===== src/rtl/lane_buffer.sv =====
// lane_buffer: DEPTH lanes of WIDTH bits with whole-lane load, single-bit
// write, registered single-bit read and a serial scan engine that streams one
// lane out a bit per cycle.
// Optional feature macro LANE_BUF_REVERSE_EN: when defined, logical bit index
// i addresses physical bit WIDTH-1-i; otherwise logical and physical match.
// line_in and lane_out are always in physical bit order.
module lane_buffer #(
  parameter int WIDTH = 25,
  parameter int DEPTH = 5,
  parameter int IW    = 5,
  parameter int LW    = 3
) (
  input  logic             clk,
  input  logic             rst,
  input  logic             init,
  input  logic [LW-1:0]    lane_sel,
  input  logic [WIDTH-1:0] line_in,
  input  logic [IW-1:0]    index,
  input  logic             wr,
  input  logic             wbit,
  input  logic             rd,
  output logic             rbit,
  output logic             rvalid,
  input  logic             scan_start,
  output logic             scan_bit,
  output logic             scan_valid,
  output logic             scan_done,
  output logic             busy,
  output logic             err,
  input  logic             err_clr,
  output logic [WIDTH-1:0] lane_out
);

  localparam logic [1:0] S_IDLE = 2'd0;
  localparam logic [1:0] S_SCAN = 2'd1;
  localparam logic [1:0] S_DONE = 2'd2;

  // One extra bit so the range checks cannot alias when 2^LW == DEPTH etc.
  localparam logic [LW:0]   DEPTH_C  = (LW+1)'(DEPTH);
  localparam logic [IW:0]   WIDTH_C  = (IW+1)'(WIDTH);
  localparam logic [IW-1:0] LAST_IDX = IW'(WIDTH - 1);

  // Logical-to-physical bit index map.
  function automatic logic [IW-1:0] map_idx(input logic [IW-1:0] i);
`ifdef LANE_BUF_REVERSE_EN
    return LAST_IDX - i;
`else
    return i;
`endif
  endfunction

  logic [WIDTH-1:0] mem [DEPTH];
  logic [1:0]       state;
  logic [IW-1:0]    cnt;
  logic [LW-1:0]    scan_lane;

  logic             lane_ok;
  logic             idx_ok;
  logic [LW-1:0]    lane_idx;
  logic [IW-1:0]    phys;
  logic [IW-1:0]    cnt_nxt;
  logic             start_ok;
  logic             scan_conflict;
  logic             init_err;
  logic             wr_err;
  logic             rd_err;
  logic             start_err;
  logic             do_init;
  logic             do_wr;
  logic             do_rd;

  // Operand validation and per-operation accept/error decode.
  always_comb begin
    // NOTE: every always_comb output gets a default first so no path can
    // leave it unassigned and infer a latch.
    lane_ok  = ({1'b0, lane_sel} < DEPTH_C);
    idx_ok   = ({1'b0, index} < WIDTH_C);
    lane_idx = lane_ok ? lane_sel : '0;
    phys     = map_idx(index);
    cnt_nxt  = cnt + 1'b1;

    // A new scan may start from IDLE or from the DONE cycle.
    start_ok = scan_start && lane_ok && (state != S_SCAN);

    // The lane being streamed is frozen; a scan accepted this very edge
    // freezes lane_sel too, so its first beat and later beats agree.
    scan_conflict = ((state == S_SCAN) && (lane_idx == scan_lane)) || start_ok;

    init_err  = init && (!lane_ok || scan_conflict);
    // init shadows wr entirely (same lane), so wr raises no error then.
    wr_err    = wr && !init && (!lane_ok || !idx_ok || scan_conflict);
    rd_err    = rd && (!lane_ok || !idx_ok);
    start_err = scan_start && !start_ok;

    do_init = init && !init_err;
    do_wr   = wr && !init && !wr_err;
    do_rd   = rd && !rd_err;

    lane_out = lane_ok ? mem[lane_idx] : '0;
  end

  assign busy = (state != S_IDLE);

  // Lane storage: whole-lane load has priority over single-bit write.
  always_ff @(posedge clk or negedge rst) begin
    if (!rst) begin
      // NOTE: the lanes must read as zero straight after reset, so this
      // array is deliberately reset (which rules out a RAM macro).
      for (int l = 0; l < DEPTH; l++) begin
        mem[l] <= '0;
      end
    end else if (do_init) begin
      // NOTE: state uses non-blocking assignment so reads elsewhere in the
      // same edge (rd, scan) see the pre-write value.
      mem[lane_idx] <= line_in;
    end else if (do_wr) begin
      mem[lane_idx][phys] <= wbit;
    end
  end

  // Registered single-bit read; rbit holds between valid reads.
  always_ff @(posedge clk or negedge rst) begin
    if (!rst) begin
      rbit   <= 1'b0;
      rvalid <= 1'b0;
    end else begin
      rvalid <= do_rd;
      if (do_rd) begin
        rbit <= mem[lane_idx][phys];
      end
    end
  end

  // Sticky error flag; a new error in the same cycle beats err_clr.
  always_ff @(posedge clk or negedge rst) begin
    if (!rst) begin
      err <= 1'b0;
    end else if (init_err || wr_err || rd_err || start_err) begin
      err <= 1'b1;
    end else if (err_clr) begin
      err <= 1'b0;
    end
  end

  // Scan engine: beats are registered, each loaded one edge ahead of use.
  always_ff @(posedge clk or negedge rst) begin
    if (!rst) begin
      state      <= S_IDLE;
      cnt        <= '0;
      scan_lane  <= '0;
      scan_bit   <= 1'b0;
      scan_valid <= 1'b0;
      scan_done  <= 1'b0;
    end else begin
      scan_done <= 1'b0;
      case (state)
        S_IDLE, S_DONE: begin
          if (start_ok) begin
            state      <= S_SCAN;
            scan_lane  <= lane_idx;
            cnt        <= '0;
            scan_bit   <= mem[lane_idx][map_idx('0)];
            scan_valid <= 1'b1;
          end else begin
            state <= S_IDLE;
          end
        end
        S_SCAN: begin
          if (cnt == LAST_IDX) begin
            state      <= S_DONE;
            scan_bit   <= 1'b0;
            scan_valid <= 1'b0;
            scan_done  <= 1'b1;
          end else begin
            cnt      <= cnt_nxt;
            scan_bit <= mem[scan_lane][map_idx(cnt_nxt)];
          end
        end
        default: begin
          state      <= S_IDLE;
          scan_bit   <= 1'b0;
          scan_valid <= 1'b0;
        end
      endcase
    end
  end

endmodule


===== config.mk =====
export PLATFORM = sky130hd
export DESIGN_NAME = lane_buffer
export DESIGN_NICKNAME = d
export VERILOG_FILES = /design/src/rtl/lane_buffer.sv
export SDC_FILE = /design/constraint.sdc
export NUM_CORES = 1
export LEC_CHECK = 0
export BUFFER_PORTS_ARGS = -buffer_cell sky130_fd_sc_hd__buf_2
export CAP_MARGIN = 20
export CORE_UTILIZATION = 59
export DETAILED_ROUTE_END_ITERATION = 8
export PLACE_DENSITY = 0.78
export SYNTH_ARGS = -nofsm -noshare
export SYNTH_HDL_FRONTEND = slang
export SYNTH_SLANG_ARGS = --single-unit

===== constraint.sdc =====
create_clock -name clk -period 3.31 [get_ports clk]
set_clock_uncertainty 0.1 [all_clocks]
set_input_delay 0.1655 -clock clk [delete_from_list [all_inputs] [get_ports clk]]
set_output_delay 0.1655 -clock clk [all_outputs]
set_load 0.1 [all_outputs]

**Yosys cells after proc, flatten, opt, wreduce, memory -nomap -nowiden**

Index checks and enable logic that the tools add are counted.
W data, S select, Z words.

- Register bits: 141
- Bits of input ports: 41
- Output and inout port bits: 32
- Logic and storage cells: 107

- Add/sub/neg operators: 1
- Order comparisons: 8
- Equal/unequal tests: 8
- Muxes and demuxes: 38
- Bitwise operators: 2
- Reduce and logical (&&, ||, !) cells: 36

Operator list:

| operator | number |
|---|---|
| $bwmux W125 | 2 |
| $mux W125 | 2 |
| $mux W25 | 7 |
| $bmux W25 S3 | 2 |
| $demux W25 S3 | 2 |
| $logic_and A1 B1 Y1 | 13 |
| $lt A5 B6 Y1 const B | 2 |
| $mux W1 | 12 |
| $bmux W1 S5 | 2 |
| $mux W5 | 2 |
| $pmux W5 S2 | 1 |
| $ge A4 B4 Y1 const B | 2 |
| $not A3 Y4 | 2 |
| $reduce_bool A2 Y1 | 4 |
| $logic_not A1 Y1 | 7 |
| $logic_or A1 B1 Y1 | 7 |
| $add A5 B1 Y5 const B | 1 |
| $demux W1 S5 | 1 |
| $eq A5 B5 Y1 const B | 1 |
| $ge A5 B1 Y1 const B | 1 |
| $lt A5 B5 Y1 const B | 1 |
| $lt A4 B1 Y1 const B | 1 |
| $ne A2 B1 Y1 const B | 2 |
| $ne A2 B2 Y1 const B | 2 |
| 12 further kinds | 14 |

**Depth between registers and ports, before layout**

- Depth after elaboration: 11
- Gate-level depth with buffers: 11
- Gate-level depth less buffers: 8

**Worst setup path before layout**

Ideal clock, no wire load.

- Path kind: input to output
- From: input port lane_sel[1]
- To: output port lane_out[5]
- Arrival time: 3,235 ps
- Required time: 3,044 ps
- Slack: -191 ps
- Stages on the path: 7
- Path through: buf_4 -> buf_2 -> nor2_1 -> nand3_1 -> o211ai_1 -> a21oi_1 -> o21ai_0

- Longest elaborated chain between the ends: 7

RTL lines:

| what | line | text |
|---|---|---|
| start, declared | 16 | `input logic [LW-1:0] lane_sel,` |
| $lt A3 B3 Y1 | 76 | `lane_ok = ({1'b0, lane_sel} < DEPTH_C);` |
| $mux W3 | 78 | `lane_idx = lane_ok ? lane_sel : '0;` |
| $not A3 Y4 (not written as such) | 99 | `lane_out = lane_ok ? mem[lane_idx] : '0;` |
| $bmux W25 S3 | 99 |  |
| $mux W25 (2 in series) | n/a |  |
| $mux W25 * | 99 |  |
| end, declared | 31 | `output logic [WIDTH-1:0] lane_out` |

Mark *: on every way between the ends. The rest lies on a longest branch, timed or not. The select of a mux whose other input is x is not followed.

**Worst setup path in the final report**

- From: register scan_lane[2]
- To: register mem[22] (netlist bit)

- Longest elaborated chain between the ends: 8
- Elaborated cells on any way between the ends: 13
- Classes of those cells: 1 x eq/ne; 1 x mux; 11 x reduce/logical

RTL lines:

| what | line | text |
|---|---|---|
| start, declared | 55 | `logic [LW-1:0] scan_lane;` |
| start signal, assigned | 160 | `scan_lane <= lane_idx;` |
| $eq A3 B3 Y1 * | 87 | `scan_conflict = ((state == S_SCAN) && (lane_idx == scan_lane)) \|\| start_ok;` |
| $logic_and A1 B1 Y1 * | 87 |  |
| $logic_or A1 B1 Y1 * | 87 |  |
| $logic_or A1 B1 Y1, on equally long branches | 89, 91 |  |
| $logic_and A1 B1 Y1, on equally long branches | 89, 91 |  |
| $logic_not A1 Y1, on equally long branches | 95, 96 |  |
| $logic_and A1 B1 Y1, on equally long branches | 95, 96 |  |
| $mux W125 or $reduce_bool A2 Y1 (tied branches) | n/a |  |
| end signal, assigned by index | 115 | `mem[lane_idx] <= line_in;` |
| end signal, assigned by index | 117 | `mem[lane_idx][phys] <= wbit;` |
| end, declared | 52 | `logic [WIDTH-1:0] mem [DEPTH];` |

Mark *: on every way between the ends. The rest lies on a longest branch, timed or not.
A chain may end at the register's enable or synchronous reset.

==> flow_summary.json <==
{
  "slowest_stage": "nand2_2",
  "power.switching_w": 0.00456,
  "p_per_area_nw_per_um2": 844,
  "min_path_cells": 3,
  "num_io_pins": 73,
  "fmax_mhz": 337,
  "firstDrtPassIters": 8,
  "clock_power_share_pct": 17.8,
  "synth_top_cell_by_area": "dfrtp_1",
  "syn_nets": 1257,
  "path_cells": "nor4b_1 > a32o_2 > a21oi_2 > and2_1 > buf_4 > nand2_2 > nand3_1 > o211ai_1",
  "fin_crit_ns": 2.97,
  "met3_wirelength_mm": 6.38,
  "finalHoldViolations": 0,
  "cp_max_fo": 25,
  "route.layer.met1.wl_mm": 14.8,
  "ctsHoldBuffers": 29,
  "antenna_left": 0,
  "design.core.area_um2": 17300,
  "overflow": 0,
  "grt_pass1_vias": 10700,
  "cts_buffers": 17,
  "initial_utilization_pct": 60.4,
  "diodes": 0,
  "place_congestion": 1.04,
  "fin_nets": 1334,
  "whs_ns": 0.0268,
  "drt-initial-drc-count": 1768,
  "die_area_um2": 18200,
  "setup_tns_ns": 0,
  "met2WireLength_mm": 17.8,
  "clock-sinks": 141,
  "worstMarginPinSlew_ns": 0.903,
  "power.share.switching_pct": 45.8,
  "cts-resized-gates": 0,
  "pwr-share-seq_pct": 32.3,
  "rsz0062_at_grt": "false",
  "die_h_um": 135,
  "ys_seq_area_share_pct": 33.8,
  "crit_path_end_kind": "flop",
  "rr_worst_depth": 8,
  "combPwrFrac_pct": 49.9,
  "cpPeakStageDelay_ns": 0.57,
  "routed_wl_mm": 42.2,
  "critPathArrivalTime_ns": 3.20,
  "drive_above_1_share_pct": 21.6,
  "setup_ws_ns": 0.338,
  "wl_per_cell_um": 27.7,
  "synth_seq_cells": 141,
  "route.detailed.drc": 0,
  "synth_cell_types": 76,
  "outcome": "finished, final reports clean",
  "antenna_found_initial": 0,
  "async_reset_ff_share_pct": 100,
  "die_w_um": 135,
  "area_growth_pct": 13.0,
  "start_kind": "flop",
  "yosysWarnings": 0,
  "place_hpwl_mm": 27.9,
  "hold_class": "in -> reg",
  "postCtsSetupRepairBufs": 0,
  "grt_use_total_pct": 47.4,
  "synth_most_common_cell": "nand2_1",
  "vias_per_cell": 7.32,
  "finalSetupViolCount": 0,
  "grt_max_degree": 72,
  "fin_crit_sh_pct": 89.8,
  "rows": 48,
  "synth_area_leaders": "dfrtp_1, nand2_1, o211ai_1",
  "dp_cells": 1467,
  "intPower_w": 0.00540,
  "routed-via-count": 11100,
  "clock_path_buffers": 2,
  "grt_pass1_wl_mm": 63.3,
  "instances_no_fill": 1522,
  "p_leak_nw": 4.69,
  "power_w": 0.00996,
  "top_layer_used": "met4",
  "cts_tree": "built",
  "htree_levels": 4,
  "slew_headroom_pct": 39.7,
  "synth_edf_count": 0,
  "dp_worst_setup_slack_ns": 0.336,
  "synth-main-ff-cell": "dfrtp_1",
  "drv_cap": 0,
  "clk_pin_slew_ns": 0.06,
  "maxSlewViolCount": 0,
  "clock_latency_ns": 0.43,
  "syn_inst": 1214,
  "root_buffer": "clkbuf_16",
  "ir_drop_mv": 0.768,
  "synthesis.area_um2": 10400,
  "synth_top_area_share_pct": 33.8,
  "synth_area_per_cell_um2": 8.60,
  "synth_common_cells": "nand2_1, dfrtp_1, nand3_1",
  "io_buffers": 72,
  "required_ns": 3.54,
  "crit_type": "reg -> reg"
}
per-stage QoR:
step	util (%)	area, um2
after global placement	63.6	11000
after floorplan	-	10400
after global routing	68.2	11800
after detailed placement	63.6	11000
final	68.2	11800
after CTS	68.2	11800
worst paths after layout:
path | start | endpoint | slack (ns)
worst min register to register | cnt[4] | cnt[4] | 0.44
worst max-delay path | scan_lane[2] | mem[22] | 0.34
max in group asynchronous | rst | mem[92] | 2.11
worst max register to register | scan_lane[2] | mem[22] | 0.34
worst min-delay path | scan_start | scan_valid | 0.03
min in group asynchronous | rst | mem[86] | 0.22
cell families (layout without fill, tap and decap cells):
logic type	count (synthesis)	count (layout)	synth area share [%]
fa+ha+maj	2	2	0.240
mux	73	73	11.5
simple gates	601	601	26.2
compound gates	279	279	21.2
flops	141	141	33.8
buf+inv	110	193	6.32
xor+xnor	8	8	0.743
area by class of cell:
| cell class | instances | area, um2 |
|---|---|---|
| sequential | 141 | 3530 |
| clock inverter | 4 | 45.0 |
| clock buffer | 21 | 460 |
| tap | 225 | 282 |
| timing repair buffer | 159 | 1190 |
| multi-input combinational | 963 | 6260 |
| fill | 1434 | 5500 |
| inverter | 9 | 33.8 |
routing by layer:
| metal | global-route usage, % | vias up |
|---|---|---|
| met5 | 0 | - |
| met4 | 32.8 | 0 |
| met3 | 16.3 | 299 |
| met2 | 67.7 | 1058 |
| met1 | 60.4 | 5223 |
| li1 | - | 4562 |
critical path: cells and delay by family, from the launching register on:
family | cells | cell delay [ns]
AO/OA/AOI/OAI | 3 | 0.56
buffers and inverters | 1 | 0.19
flip-flops | 1 | 0.54
AND/OR/NAND/NOR | 4 | 1.47
power groups by stage:
| stage | Sequential [W] | Combinational [W] | Clock [W] |
|---|---|---|---|
| after floorplan | 0.00297 | 0.00356 | 0 |
| after global placement | 0.00315 | 0.00465 | 0 |
| after detailed placement | 0.00318 | 0.00476 | 0 |
| after CTS | 0.00316 | 0.00481 | 0.00177 |
| after global routing | 0.00326 | 0.00522 | 0.00183 |
| final | 0.00321 | 0.00497 | 0.00177 |
cells in the final DEF (no fill, tap or decap), types with 4 or more instances in the layout:
cell / n
nand2_1: 315
dfrtp_1: 140
nand3_1: 117
o211ai_1: 113
nor2_1: 72
buf_2: 68
buf_4: 54
o211ai_2: 41
mux4_2: 37
mux2i_1: 29
dlygate4sd3_1: 29
a21oi_1: 28
o21ai_0: 27
a31oi_1: 17
clkbuf_16: 17
and2_1: 15
nor2b_1: 12
nand2_2: 12
and3_1: 10
a211oi_1: 8
inv_1: 7
mux2_2: 7
or3_1: 7
buf_12: 7
a32oi_1: 6
or2_2: 5
nand2b_1: 5
o22ai_1: 4
xnor2_1: 4
sequential cells by signal (all words and copies together), names as in the netlist:
name and flops:
scan_lane 3, mem 125, scan_valid 1, scan_done 1
rvalid 1, cnt 5, scan_bit 1, err 1
state 2, rbit 1
Note: power is estimated with default switching activity, not from simulation.
